**config.mk**
```make
export PLATFORM = sky130hd
export DESIGN_NAME = tlul_copy_engine_flat
export DESIGN_NICKNAME = d
export VERILOG_FILES = /design/src/rtl/tlul_copy_engine_pkg.sv /design/src/rtl/tlul_copy_engine_if.sv /design/src/rtl/tlul_copy_engine_intg.sv /design/src/rtl/tlul_copy_engine.sv /design/src/flat_wrapper.sv
export SDC_FILE = /design/constraint.sdc
export NUM_CORES = 1
export LEC_CHECK = 0
export BUFFER_PORTS_ARGS = -buffer_cell sky130_fd_sc_hd__buf_2
export CAP_MARGIN = 15
export CORE_MARGIN = 2
export CORE_UTILIZATION = 50
export CTS_BUF_LIST = sky130_fd_sc_hd__clkbuf_4 sky130_fd_sc_hd__clkbuf_8
export DETAILED_ROUTE_END_ITERATION = 8
export PLACE_DENSITY_LB_ADDON = 0.05
export SLEW_MARGIN = 25
export SYNTH_ARGS = -nofsm -noshare
export SYNTH_HDL_FRONTEND = slang
export SYNTH_SLANG_ARGS = --single-unit
```
**constraint.sdc**
```tcl
create_clock -name clk_i -period 3.2 [get_ports clk_i]
set_input_delay 0.48 -clock clk_i [delete_from_list [all_inputs] [get_ports clk_i]]
set_output_delay 0.48 -clock clk_i [all_outputs]
set_load 0.02 [all_outputs]
```
**src/rtl/tlul_copy_engine_pkg.sv**
```systemverilog
// Shared types for the TL-UL copy engine: FSM states, TL-UL channel structs and integrity folding.
// The A/D structs carry a one-bit capability tag in the user field alongside command and data integrity.
package tlul_copy_pkg;

   localparam int WordBytes = 4;

   typedef enum logic [2:0] {
      IDLE,
      RD_REQ,
      RD_WAIT,
      WR_REQ,
      WR_WAIT,
      FIN
   } copy_state_e;

   typedef enum logic [2:0] {
      PutFullData    = 3'h0,
      PutPartialData = 3'h1,
      Get            = 3'h4
   } tl_a_op_e;

   typedef enum logic [2:0] {
      AccessAck     = 3'h0,
      AccessAckData = 3'h1
   } tl_d_op_e;

   typedef struct packed {
      logic       capability;
      logic [6:0] cmd_intg;
      logic [6:0] data_intg;
   } tl_a_user_t;

   typedef struct packed {
      logic       capability;
      logic [6:0] rsp_intg;
      logic [6:0] data_intg;
   } tl_d_user_t;

   typedef struct packed {
      logic        a_valid;
      tl_a_op_e    a_opcode;
      logic [2:0]  a_param;
      logic [1:0]  a_size;
      logic [7:0]  a_source;
      logic [31:0] a_address;
      logic [3:0]  a_mask;
      logic [31:0] a_data;
      tl_a_user_t  a_user;
      logic        d_ready;
   } tl_h2d_t;

   typedef struct packed {
      logic        d_valid;
      tl_d_op_e    d_opcode;
      logic [2:0]  d_param;
      logic [1:0]  d_size;
      logic [7:0]  d_source;
      logic        d_sink;
      logic [31:0] d_data;
      tl_d_user_t  d_user;
      logic        d_error;
      logic        a_ready;
   } tl_d2h_t;

   // XOR-folds a 64-bit payload into 7 check bits.
   function automatic logic [6:0] intg_fold(input logic [63:0] v);
      logic [6:0] r;
      r = '0;
      for (int i = 0; i < 10; i++) begin
         r = r ^ 7'(v >> (7 * i));
      end
      return r;
   endfunction

endpackage

```
**src/rtl/tlul_copy_engine_if.sv**
```systemverilog
// TL-UL host/device channel pair; master drives the A channel and d_ready, slave answers on D and a_ready.
interface tlul_copy_engine_if;
   import tlul_copy_pkg::*;

   tl_h2d_t h2d;
   tl_d2h_t d2h;

   modport master (output h2d, input d2h);
   modport slave  (input h2d, output d2h);
endinterface

```
**src/rtl/tlul_copy_engine_intg.sv**
```systemverilog
// Command and data integrity for one A-channel beat; combinational, no state.
module tlul_copy_engine_intg
   import tlul_copy_pkg::*;
(
   input  tl_a_op_e    opcode,
   input  logic [31:0] address,
   input  logic [3:0]  mask,
   input  logic [31:0] data,
   output logic [6:0]  cmd_intg,
   output logic [6:0]  data_intg
);
   assign cmd_intg  = intg_fold({25'd0, opcode, mask, address});
   assign data_intg = intg_fold({32'd0, data});
endmodule

```
**src/rtl/tlul_copy_engine.sv**
```systemverilog
// TL-UL host copying len tagged words src->dst in chunks of BufDepth; 4*len+2 cycles start-to-done at zero wait.
// One request outstanding; A fields held while a_ready is low; d_ready is tied high.
module tlul_copy_engine
   import tlul_copy_pkg::*;
#(
   parameter int BufDepth = 4,
   parameter int LenWidth = 16
) (
   input  logic                clk_i,
   input  logic                rst_i,
   input  logic                start_i,
   input  logic [31:0]         src_addr_i,
   input  logic [31:0]         dst_addr_i,
   input  logic [LenWidth-1:0] len_i,
   output logic                busy_o,
   output logic                done_o,
   output logic                err_o,
   tlul_copy_engine_if.master  tl
);
   localparam int PtrW = $clog2(BufDepth);
   localparam int IdxW = PtrW + 1;

   copy_state_e         state_q, state_d;
   logic [31:0]         src_q, dst_q;
   logic [LenWidth-1:0] remaining_q;
   logic [IdxW-1:0]     chunk_q, idx_q, idx_inc;
   logic                busy_q, done_q, err_q;
   logic [31:0]         buf_dat [BufDepth];
   logic                buf_tag [BufDepth];
   logic                misaligned, chunk_end, d_ok, d_bad;
   logic                a_valid, a_cap;
   tl_a_op_e            a_opcode;
   logic [31:0]         a_address, a_data;
   logic [6:0]          cmd_intg, data_intg;
   logic                unused_d2h;

   function automatic logic [IdxW-1:0] chunk_of(input logic [LenWidth-1:0] n);
      if (n >= LenWidth'(BufDepth)) return IdxW'(BufDepth);
      return n[IdxW-1:0];
   endfunction

   assign misaligned = (src_addr_i[1:0] != 2'b00) || (dst_addr_i[1:0] != 2'b00);
   assign idx_inc    = idx_q + IdxW'(1);
   assign chunk_end  = (idx_inc == chunk_q);
   assign d_ok       = tl.d2h.d_valid && !tl.d2h.d_error;
   assign d_bad      = tl.d2h.d_valid && tl.d2h.d_error;

   always_ff @(posedge clk_i) begin
      if (rst_i) state_q <= IDLE;
      else       state_q <= state_d;
   end

   always_comb begin
      state_d   = state_q;
      a_valid   = 1'b0;
      a_opcode  = Get;
      a_address = src_q;
      case (state_q)
         IDLE: begin
            if (start_i) state_d = (misaligned || len_i == '0) ? FIN : RD_REQ;
         end
         RD_REQ: begin
            a_valid = 1'b1;
            if (tl.d2h.a_ready) state_d = RD_WAIT;
         end
         RD_WAIT: begin
            if (d_bad)     state_d = FIN;
            else if (d_ok) state_d = chunk_end ? WR_REQ : RD_REQ;
         end
         WR_REQ: begin
            a_valid   = 1'b1;
            a_opcode  = PutFullData;
            a_address = dst_q;
            if (tl.d2h.a_ready) state_d = WR_WAIT;
         end
         WR_WAIT: begin
            if (d_bad) state_d = FIN;
            else if (d_ok) begin
               if (remaining_q == LenWidth'(1)) state_d = FIN;
               else if (chunk_end)              state_d = RD_REQ;
               else                             state_d = WR_REQ;
            end
         end
         FIN:     state_d = IDLE;
         default: state_d = IDLE;
      endcase
   end

   always_ff @(posedge clk_i) begin
      if (rst_i) begin
         src_q       <= '0;
         dst_q       <= '0;
         remaining_q <= '0;
         chunk_q     <= '0;
         idx_q       <= '0;
         busy_q      <= 1'b0;
         done_q      <= 1'b0;
         err_q       <= 1'b0;
      end else begin
         done_q <= (state_q == FIN);
         case (state_q)
            IDLE: begin
               if (start_i) begin
                  src_q       <= src_addr_i;
                  dst_q       <= dst_addr_i;
                  remaining_q <= len_i;
                  chunk_q     <= chunk_of(len_i);
                  idx_q       <= '0;
                  busy_q      <= 1'b1;
                  err_q       <= misaligned;
               end
            end
            RD_WAIT: begin
               if (d_bad) err_q <= 1'b1;
               else if (d_ok) begin
                  src_q <= src_q + 32'(WordBytes);
                  idx_q <= chunk_end ? '0 : idx_inc;
               end
            end
            WR_WAIT: begin
               if (d_bad) err_q <= 1'b1;
               else if (d_ok) begin
                  dst_q       <= dst_q + 32'(WordBytes);
                  remaining_q <= remaining_q - LenWidth'(1);
                  if (chunk_end) begin
                     idx_q   <= '0;
                     chunk_q <= chunk_of(remaining_q - LenWidth'(1));
                  end else begin
                     idx_q <= idx_inc;
                  end
               end
            end
            FIN:     busy_q <= 1'b0;
            default: ;
         endcase
      end
   end

   // Buffer holds data only; validity is tracked by idx/chunk, so no reset needed.
   always_ff @(posedge clk_i) begin
      if (state_q == RD_WAIT && d_ok) begin
         buf_dat[idx_q[PtrW-1:0]] <= tl.d2h.d_data;
         buf_tag[idx_q[PtrW-1:0]] <= tl.d2h.d_user.capability;
      end
   end

   assign a_data = (state_q == WR_REQ) ? buf_dat[idx_q[PtrW-1:0]] : '0;
   assign a_cap  = (state_q == WR_REQ) ? buf_tag[idx_q[PtrW-1:0]] : 1'b0;

   tlul_copy_engine_intg u_intg (
      .opcode    (a_opcode),
      .address   (a_address),
      .mask      (4'hF),
      .data      (a_data),
      .cmd_intg  (cmd_intg),
      .data_intg (data_intg)
   );

   always_comb begin
      tl.h2d                     = '0;
      tl.h2d.a_valid             = a_valid;
      tl.h2d.a_opcode            = a_opcode;
      tl.h2d.a_param             = 3'd0;
      tl.h2d.a_size              = 2'd2;
      tl.h2d.a_source            = 8'd0;
      tl.h2d.a_address           = a_address;
      tl.h2d.a_mask              = 4'hF;
      tl.h2d.a_data              = a_data;
      tl.h2d.a_user.capability   = a_cap;
      tl.h2d.a_user.cmd_intg     = cmd_intg;
      tl.h2d.a_user.data_intg    = data_intg;
      tl.h2d.d_ready             = 1'b1;
   end

   assign unused_d2h = ^{tl.d2h.d_opcode, tl.d2h.d_param, tl.d2h.d_size, tl.d2h.d_source,
                         tl.d2h.d_sink, tl.d2h.d_user.rsp_intg, tl.d2h.d_user.data_intg};

   assign busy_o = busy_q;
   assign done_o = done_q;
   assign err_o  = err_q;
endmodule

```
**src/flat_wrapper.sv**
```systemverilog
// flat-port wrapper written by rule: the top's interface ports become plain ports
module tlul_copy_engine_flat import tlul_copy_pkg::*;
#(
   parameter int BufDepth = 4,
   parameter int LenWidth = 16
)
  (clk_i, rst_i, start_i, src_addr_i, dst_addr_i, len_i, busy_o, done_o, err_o, tl_h2d, tl_d2h);
  tlul_copy_engine_if tl_i ();
  input  logic clk_i;
  input  logic rst_i;
  input  logic start_i;
  input  logic [31:0] src_addr_i;
  input  logic [31:0] dst_addr_i;
  input  logic [LenWidth-1:0] len_i;
  output logic busy_o;
  output logic done_o;
  output logic err_o;
  output wire logic [$bits(tl_i.h2d)-1:0] tl_h2d;
  input wire logic [$bits(tl_i.d2h)-1:0] tl_d2h;
  assign tl_h2d = tl_i.h2d;
  assign tl_i.d2h = tl_d2h;
  tlul_copy_engine #(.BufDepth(BufDepth), .LenWidth(LenWidth)) u_core (.clk_i(clk_i), .rst_i(rst_i), .start_i(start_i), .src_addr_i(src_addr_i), .dst_addr_i(dst_addr_i), .len_i(len_i), .busy_o(busy_o), .done_o(done_o), .err_o(err_o), .tl(tl_i));
endmodule
```
# Word level (Yosys, flattened, before mapping)
# Memories as Yosys holds them, arrays and structs flattened. A register that Yosys moved wholly into a read port is not among the register bits.
# Cells that the tools add are included.
totals:
  out_inout_bits: 104
  mem_bits_rw: 132
  in_bits: 150
  word_cells: 133
  memories: 2
  register_bits: 92
classes:
  muxes: 64
  n_eq_ne: 20
  n_lt_le_gt_ge: 2
  reduce_logical: 23
  add_sub_neg: 4
  n_bitwise: 9
memory_table:
  columns: ["memory", "words", "width", "read_ports", "rd_clocked_by_memory_dff", "write_ports", "line_no", "rtl"]
  rows:
  - ["u_core.buf_dat", 4, 32, 1, 1, 1, "tlul_copy_engine.sv:28", "logic [31:0] buf_dat [BufDepth];"]
  - ["u_core.buf_tag", 4, 1, 1, 1, 1, "tlul_copy_engine.sv:29", "logic buf_tag [BufDepth];"]
ops:
  columns: ["cell", "n"]
  rows:
  - ["32-bit two-way mux", 8]
  - ["32-bit one-hot mux with 2 select lines", 2]
  - ["3-bit two-way mux", 22]
  - ["32-bit by 3-bit adder with 32-bit output (second input constant)", 2]
  - ["7-bit XOR", 7]
  - ["16-bit two-way mux", 3]
  - ["16-bit by 3-bit >= comparator with 1-bit output (second input constant)", 2]
  - ["16-bit one-hot mux with 2 select lines", 1]
  - ["1-bit two-way mux", 17]
  - ["16-bit by 1-bit == test with 1-bit output (second input constant)", 1]
  - ["16-bit logical NOT", 1]
  - ["16-bit by 1-bit subtractor with 16-bit output (second input constant)", 1]
  - ["3-bit one-hot mux with 5 select lines", 1]
  - ["7-bit by 4-bit XOR with 7-bit output", 2]
  - ["2-bit two-way mux", 6]
  - ["2-bit != test (second input constant)", 6]
  - ["3-bit one-hot mux with 2 select lines", 2]
  - ["4-bit AND reduction", 3]
  - ["2-bit nonzero test", 6]
  - ["2-bit by 1-bit != test with 1-bit output (second input constant)", 5]
  - ["5-bit AND reduction", 2]
  - ["3-bit by 2-bit == test with 1-bit output (second input constant)", 2]
  - ["3-bit == test (second input constant)", 2]
  - ["3-bit by 1-bit != test with 1-bit output (second input constant)", 2]
  - ["other kinds (11)", 16]

# Depth between registers and ports, before layout
# Gate-level depths: netlist of the first run.
logic_depth:
  depth_word: 13
  mapped_depth: 9
  mapped_depth_nobuf: 7

# By module
# From an unflattened synthesis of the first run, not the netlist that was laid out.
unflattened:
  cells_unflattened: 1136
  area_unflattened_um2: 12011.5
by_module_without_submodules:
  columns: ["module", "area_each_um2", "cells_each", "seq_area_each_um2", "instances"]
  rows:
  - ["tlul_copy_engine", 11427.2, 1090, 5845.6, 1]
  - ["tlul_copy_engine_intg", 584.3, 46, 0.0, 1]

# Worst setup path before layout of the first run
# Ideal clock, no wire load.
synth_timing:
  kind: "input to register"
  from: "input tl_d2h[1]"
  to: "memory u_core.buf_dat[0][0] (enable)"
  setup_slack_ns: 0.428
  required_time_ns: 2.807
  t_arrival_ns: 2.379
  path_buffers: 2
  path_stages: 5
  setup_ns: 0.393
  cell_sequence: "nand3b_1 -> a211oi_1 -> clkbuf_1 -> clkbuf_1 -> and3_1"
synth_between:
  elab_chain_cells: 5
synth_lines:
  columns: ["item", "line_no", "rtl"]
  rows:
  - ["start, declared", "flat_wrapper.sv:19", "input wire logic [$bits(tl_i.d2h)-1:0] tl_d2h;"]
  - ["1-bit logical NOT", "tlul_copy_engine.sv:45", "assign d_ok = tl.d2h.d_valid && !tl.d2h.d_error;"]
  - ["1-bit logical AND", "tlul_copy_engine.sv:45", null]
  - ["1-bit logical AND", "tlul_copy_engine.sv:141", "if (state_q == RD_WAIT && d_ok) begin"]
  - ["1-bit two-way mux", "tlul_copy_engine.sv:141", null]
  - ["1-bit two-way mux (implied by the code)", "tlul_copy_engine.sv:142", "buf_dat[idx_q[PtrW-1:0]] <= tl.d2h.d_data;"]
  - ["end, declared", "tlul_copy_engine.sv:28", null]
# No other way between the ends.

==> flow_metrics.tcl, run 1 <==
set metrics [dict create \
    fp.dieW_um 159 \
    pre_cts_ws_ns 0.682 \
    htree_levels 2 \
    areaGrowthSynthToFinish_pct 16.9 \
    ctsLongestPathBuffers 3 \
    rr_startpoint "u_core.remaining_q[0]$_SDFFE_PP0P_" \
    dr.pass1.iters 5 \
    clkLatencyLatePin_ns 0.55 \
    drt-total-wl_mm 33.0 \
    p_leak_uw 0.00537 \
    fin_util_pct 59.7 \
    io_pins 254 \
    cp.required_ns 2.72 \
    die-height_um 159 \
    worstMarginPinSlew_ns 0.819 \
    cp_max_fo 10 \
    max_freq_mhz 326 \
    rsz0062_at_grt "false" \
    grt_usage_pct 25.5 \
    ir_drop_mv 0.408 \
    hold_violations 0 \
    hold_path_depth 1 \
    post_cts_buffers 0 \
    fin_area_mm2 0.0141 \
    hold_class "input port to flop" \
    crit_chain "buf_4, mux4_2, xor2_1, xnor2_1, xnor2_1, nor2_1, buf_2" \
    r2r_end "u_core.chunk_q[0]$_SDFFE_PP0P_" \
    drc 0 \
    cpMaxStageDelayCell "mux4_2" \
    cts-resized-gates 0 \
    synth_top_flop_cell "edfxtp_1" \
    final_antenna_net_count 0 \
    pwr_density_cell_mw_per_mm2 773 \
    cts_made_buffers 40 \
    design.core.area_mm2 0.0235 \
    period_share_pct 95.9 \
    nNetsFinal 1482 \
    seq_area_frac_synth_pct 48.6 \
    setup-violations-final 0 \
    reg2reg_depth 7 \
    hold_slack_ns 0.144 \
    max_cap_violations 0 \
    initial_core_util_pct 51.1 \
    netlist-cell-type-count 73 \
    synthCells 1143 \
    cts_hold_buf 0 \
    cp.arrival_ns 2.59 \
    worst_path_most_repeated_cell "xnor2_1" \
    grt_max_degree 82 \
    grt_pass1_wl_mm 51.4 \
    dr.first_iter.drc_count 828 \
    clk_pin_slew_worst_paths_ns 0.06 \
    synth_area_mm2 0.0120 \
    cts.sink_count 226 \
    slew_headroom_pct 45.2 \
    end_kind "output pin" \
    final_common_cell "buf_2" \
    portBuffers 202 \
    worstSetupPathType "flop to output pin" \
    synthArstFlopShare_pct 0 \
    vias 9725 \
    cts_root_buffer "clkbuf_8" \
    placed_area_mm2 0.0133 \
    cts_tree "yes" \
    crit_end "tl_h2d[3]" \
    wire_per_inst_um 19.7 \
    first_global_vias 9330 \
    dieArea_mm2 0.0253 \
    antenna_found_initial 0 \
    crit_path_max_incr_delay_ns 0.56 \
    synth_seq_cells 226 \
    slew_viol_final 0 \
    hpwl_mm 22.4 \
    drive_gt1_share_pct 28.0 \
    outcome "complete, no violations" \
    rows 56 \
    synth_enable_flop_cells 132 \
    period_minus_slack_ns 3.07 \
    r2r_slack_ns 0.67 \
    syn_area_per_cell_um2 10.5 \
    routabilityCongestion 0.928 \
    grt-ovfl-total 0 \
    critPathLaunchType "flop" \
    setup_tns_ns 0 \
    fin_worst_skew_ns 0.0272 \
    ys_warn_count 0 \
    vias_per_cell 5.82 \
    layout_common_cells "buf_2, edfxtp_1, nand2_1, dfxtp_1, a21oi_1" \
    setup_slack_ns 0.130 \
]
-- worst min-delay path by stage --
stage / start / end / slack (ns)
2_1_floorplan: u_core.src_q[0]$_SDFFE_PP0P_ / u_core.src_q[0]$_SDFFE_PP0P_ / 0.43
3_3_place_gp: u_core.src_q[0]$_SDFFE_PP0P_ / u_core.src_q[0]$_SDFFE_PP0P_ / 0.44
3_5_place_dp: u_core.src_q[0]$_SDFFE_PP0P_ / u_core.src_q[0]$_SDFFE_PP0P_ / 0.44
4_1_cts: tl_d2h[34] / u_core.buf_dat[3][17]$_DFFE_PP_ / 0.12
5_1_grt: tl_d2h[22] / u_core.buf_dat[3][5]$_DFFE_PP_ / 0.13
6_report: tl_d2h[34] / u_core.buf_dat[3][17]$_DFFE_PP_ / 0.14
-- cell usage after synthesis (all sizes together) (10+ instances only) --
master	instances	area [um2]
a211oi	21	158
mux2	29	327
inv	19	71.3
xor2	15	131
clkbuf	64	240
nand3	35	175
a22oi	10	75.1
nor3	17	85.1
and2	12	75.1
and3	23	144
a31oi	14	87.6
buf	43	273
o22ai	12	75.1
dfxtp	94	1880
nor2	80	300
nor4	17	121
nand2	93	349
a311oi	13	114
mux4	33	743
o21ai	61	305
xnor2	22	193
a21oi	83	415
nor2b	34	213
nand4	22	138
edfxtp	132	3960
-- state kept, by name, indices dropped and copies added, names as in the netlist, named ones only --
signal / count
u_core.state_q: 3
u_core.idx_q: 3
u_core.busy_o: 1
u_core.dst_q: 32
u_core.remaining_q: 16
u_core.src_q: 32
u_core.buf_tag: 4
u_core.done_o: 1
u_core.chunk_q: 3
u_core.buf_dat: 128
u_core.err_o: 1
-- layout make-up --
| class | count | area, um2 |
|---|---|---|
| Timing Repair Buffer | 228 | 1260 |
| Clock buffer | 60 | 719 |
| Multi-Input combinational cell | 809 | 5710 |
| Inverter | 19 | 71.3 |
| Clock inverter | 10 | 60.1 |
| Fill cell | 2079 | 9480 |
| Antenna cell | 1 | 2.50 |
| Sequential cell | 226 | 5850 |
| Tap cell | 319 | 399 |
-- layer usage --
metal | up-vias | track usage (%) | part of all wire (%)
met5 | - | 0 | 0
met4 | 0 | 9.09 | 3.2
met3 | 66 | 5.18 | 6.7
met2 | 355 | 43.1 | 48
met1 | 4654 | 32.6 | 42
li1 | 4650 | - | -
-- through the flow --
stage | std cells | power, uW
after floorplan | 1161 | 7010
after global placement | 1601 | 8230
after detailed placement | 1601 | 8260
after CTS | 1671 | 10900
after global routing | 1671 | 11500
final | 1672 | 10900
-- cell families (layout without fill, tap and decap cells) --
family | Yosys count | after routing | synth area share (%)
AO/OA/AOI/OAI | 279 | 279 | 14.9
XOR/XNOR | 47 | 47 | 4.58
adder cells (fa/ha/maj) | 8 | 8 | 0.832
buffers and inverters | 126 | 317 | 4.86
flip-flops | 226 | 226 | 48.6
multiplexers | 70 | 70 | 9.56
other | 2 | 21 | 0.0624
AND/OR/NAND/NOR | 385 | 385 | 16.6
-- critical path: cells and delay by family (launching register included) --
family | cells | cell delay (ns)
simple gates | 1 | 0.15
xor+xnor | 3 | 0.55
flops | 1 | 0.35
buf+inv | 2 | 0.43
mux | 1 | 0.56
-- where the power goes --
part	total (uW)	switching (uW)	internal, uW
Combinational	4300	2570	1720
Sequential	3950	496	3450
Clock	2630	1180	1440
No activity file was read; power rests on OpenSTA's default activity.
==> run 2: changes to the inputs <==
--- a/config.mk
+++ b/config.mk
@@ -8,7 +8,7 @@
 export BUFFER_PORTS_ARGS = -buffer_cell sky130_fd_sc_hd__buf_2
 export CAP_MARGIN = 15
 export CORE_MARGIN = 2
-export CORE_UTILIZATION = 50
+export CORE_UTILIZATION = 57
 export CTS_BUF_LIST = sky130_fd_sc_hd__clkbuf_4 sky130_fd_sc_hd__clkbuf_8
 export DETAILED_ROUTE_END_ITERATION = 8
 export PLACE_DENSITY_LB_ADDON = 0.05
==> flow_metrics.tcl, run 2 (same netlist as run 1, synthesis figures left out) <==
set metrics [dict create \
    outcome "complete, no violations" \
    hold_end "u_core.buf_dat[3][15]$_DFFE_PP_" \
    wire_per_inst_um 19.8 \
    drive_gt1_share_pct 28.3 \
    design.core.area_mm2 0.0209 \
    slew_viol_final 0 \
    cp_max_fo 37 \
    setup_tns_ns 0 \
    cts_made_buffers 40 \
    vias 9794 \
    cts.sink_count 226 \
    hold_violations 0 \
    antenna_found_initial 2 \
    final_antenna_net_count 0 \
    r2r_slack_ns 0.71 \
    dp.cells 1558 \
    fin_area_mm2 0.0140 \
    final_common_cell "buf_2" \
    portBuffers 202 \
    worstMarginPinSlew_ns 0.958 \
    dieArea_mm2 0.0223 \
    clkLatencyLatePin_ns 0.54 \
    rows 53 \
    finalPower_uw 10900 \
    period_minus_slack_ns 3.10 \
    critPathLaunchType "flop" \
    dr.first_iter.drc_count 652 \
    initial_core_util_pct 57.6 \
    setup-violations-final 0 \
    grt_max_degree 83 \
    nNetsFinal 1483 \
    grt_usage_pct 29.0 \
    layout_common_cells "buf_2, edfxtp_1, nand2_1" \
    ir_drop_mv 0.607 \
    first_global_vias 9267 \
    largest_register_ffs 128 \
    cts-resized-gates 1 \
    fin_util_pct 67.1 \
    post_cts_buffers 0 \
    max_freq_mhz 323 \
    drc 0 \
    reg2reg_depth 7 \
    worstSetupPathType "flop to output pin" \
    ctsLongestPathBuffers 3 \
    cts_tree "yes" \
    clk_pin_slew_worst_paths_ns 0.07 \
    end_kind "output pin" \
    dr.pass1.iters 7 \
    rsz0062_at_grt "false" \
    slew_headroom_pct 35.6 \
    p_leak_uw 0.00539 \
    cpMaxStageDelayCell "o21ai_0" \
    crit_path_max_incr_delay_ns 0.51 \
    cp.arrival_ns 2.62 \
    vias_per_cell 6.01 \
    grt_pass1_wl_mm 50.2 \
    fin_cells 1629 \
    hold_class "input port to flop" \
    pwr_density_cell_mw_per_mm2 778 \
    r2r_end "u_core.chunk_q[1]$_SDFFE_PP0P_" \
    fin_worst_skew_ns 0.0182 \
    cp.required_ns 2.72 \
    period_share_pct 96.9 \
    cts_hold_buf 0 \
    hpwl_mm 21.9 \
    fill_cells 1617 \
    cts_root_buffer "clkbuf_8" \
    fp.dieW_um 149 \
    drt-total-wl_mm 32.3 \
    rr_startpoint "u_core.remaining_q[0]$_SDFFE_PP0P_" \
    max_cap_violations 0 \
    htree_levels 2 \
    io_pins 254 \
    placed_area_mm2 0.0132 \
    grt-ovfl-total 0 \
    areaGrowthSynthToFinish_pct 16.6 \
    die-height_um 149 \
    min_from "tl_d2h[32]" \
    crit_chain "nand3b_1, buf_12, o21ai_0, xor2_1, xnor3_1, buf_2" \
    hold_path_depth 1 \
    routabilityCongestion 0.927 \
]
[run 2: cell types whose count changed in the layout (fill, tap and decap cells not counted), sizes merged]
cell	previous run	this run
bufinv	0	1
clkinv	9	7
buf	228	229
clkbuf	60	61
[run 2: cell type report]
cell class                      instances  area (um2)  share of cell area [%]
Inverter                               19        71.3                   0.508
Clock inverter                          9        81.3                   0.580
Antenna cell                            1        2.50                  0.0178
Multi-Input combinational cell        809        5710                    40.7
Clock buffer                           61         727                    5.18
Tap cell                              275         344                    2.45
Sequential cell                       226        5850                    41.7
Timing Repair Buffer                  229        1240                    8.83
[run 2: worst max-delay path by stage]
stage                              startpoint                             end  slack [ns]  cells past startpoint
4_1_cts                                  flop                       tl_h2d[3]        0.08                      7
5_1_grt                                  flop                       tl_h2d[1]        0.03                      6
2_1_floorplan                       tl_d2h[1]  u_core.buf_dat[0][0]$_DFFE_PP_        0.43                      5
3_5_place_dp                             flop                       tl_h2d[6]        0.53                      6
3_3_place_gp                             flop                       tl_h2d[1]        0.52                      6
6_report       u_core.state_q[0]$_SDFFE_PP0P_                       tl_h2d[8]         0.1                      6
[run 2: per-layer routing]
layer  global-route usage (%)  routed length [um]  share of wire, %  vias up
li1                         -                   -                 -     4664
met1                     37.6               13200                41     4644
met2                     48.2               15800                49      410
met3                     5.96                2370               7.3       74
met4                     10.8                 991               3.1        2
met5                        0                   8             0.025        -
[run 2: power by group]
part,switching [uW],total [uW],internal [uW],leakage (uW)
Sequential,502,3960,3460,0.00196
Combinational,2560,4260,1700,0.00300
Clock,1170,2700,1530,0.000431
[run 2: per-stage QoR]
step                worst slack, ns  hold slack, ns
detailed placement            0.531           0.450
floorplan                     0.428           0.433
finish                       0.0995           0.145
global placement              0.518           0.442
global route                 0.0290           0.124
CTS                          0.0819           0.114
[run 2: worst max-delay path, delay by kind of cell, from the launching register on]
family | cells | cell delay, ns
buffers and inverters | 2 | 0.39
AO/OA/AOI/OAI | 1 | 0.51
flip-flops | 1 | 0.48
XOR/XNOR | 2 | 0.49
AND/OR/NAND/NOR | 1 | 0.19
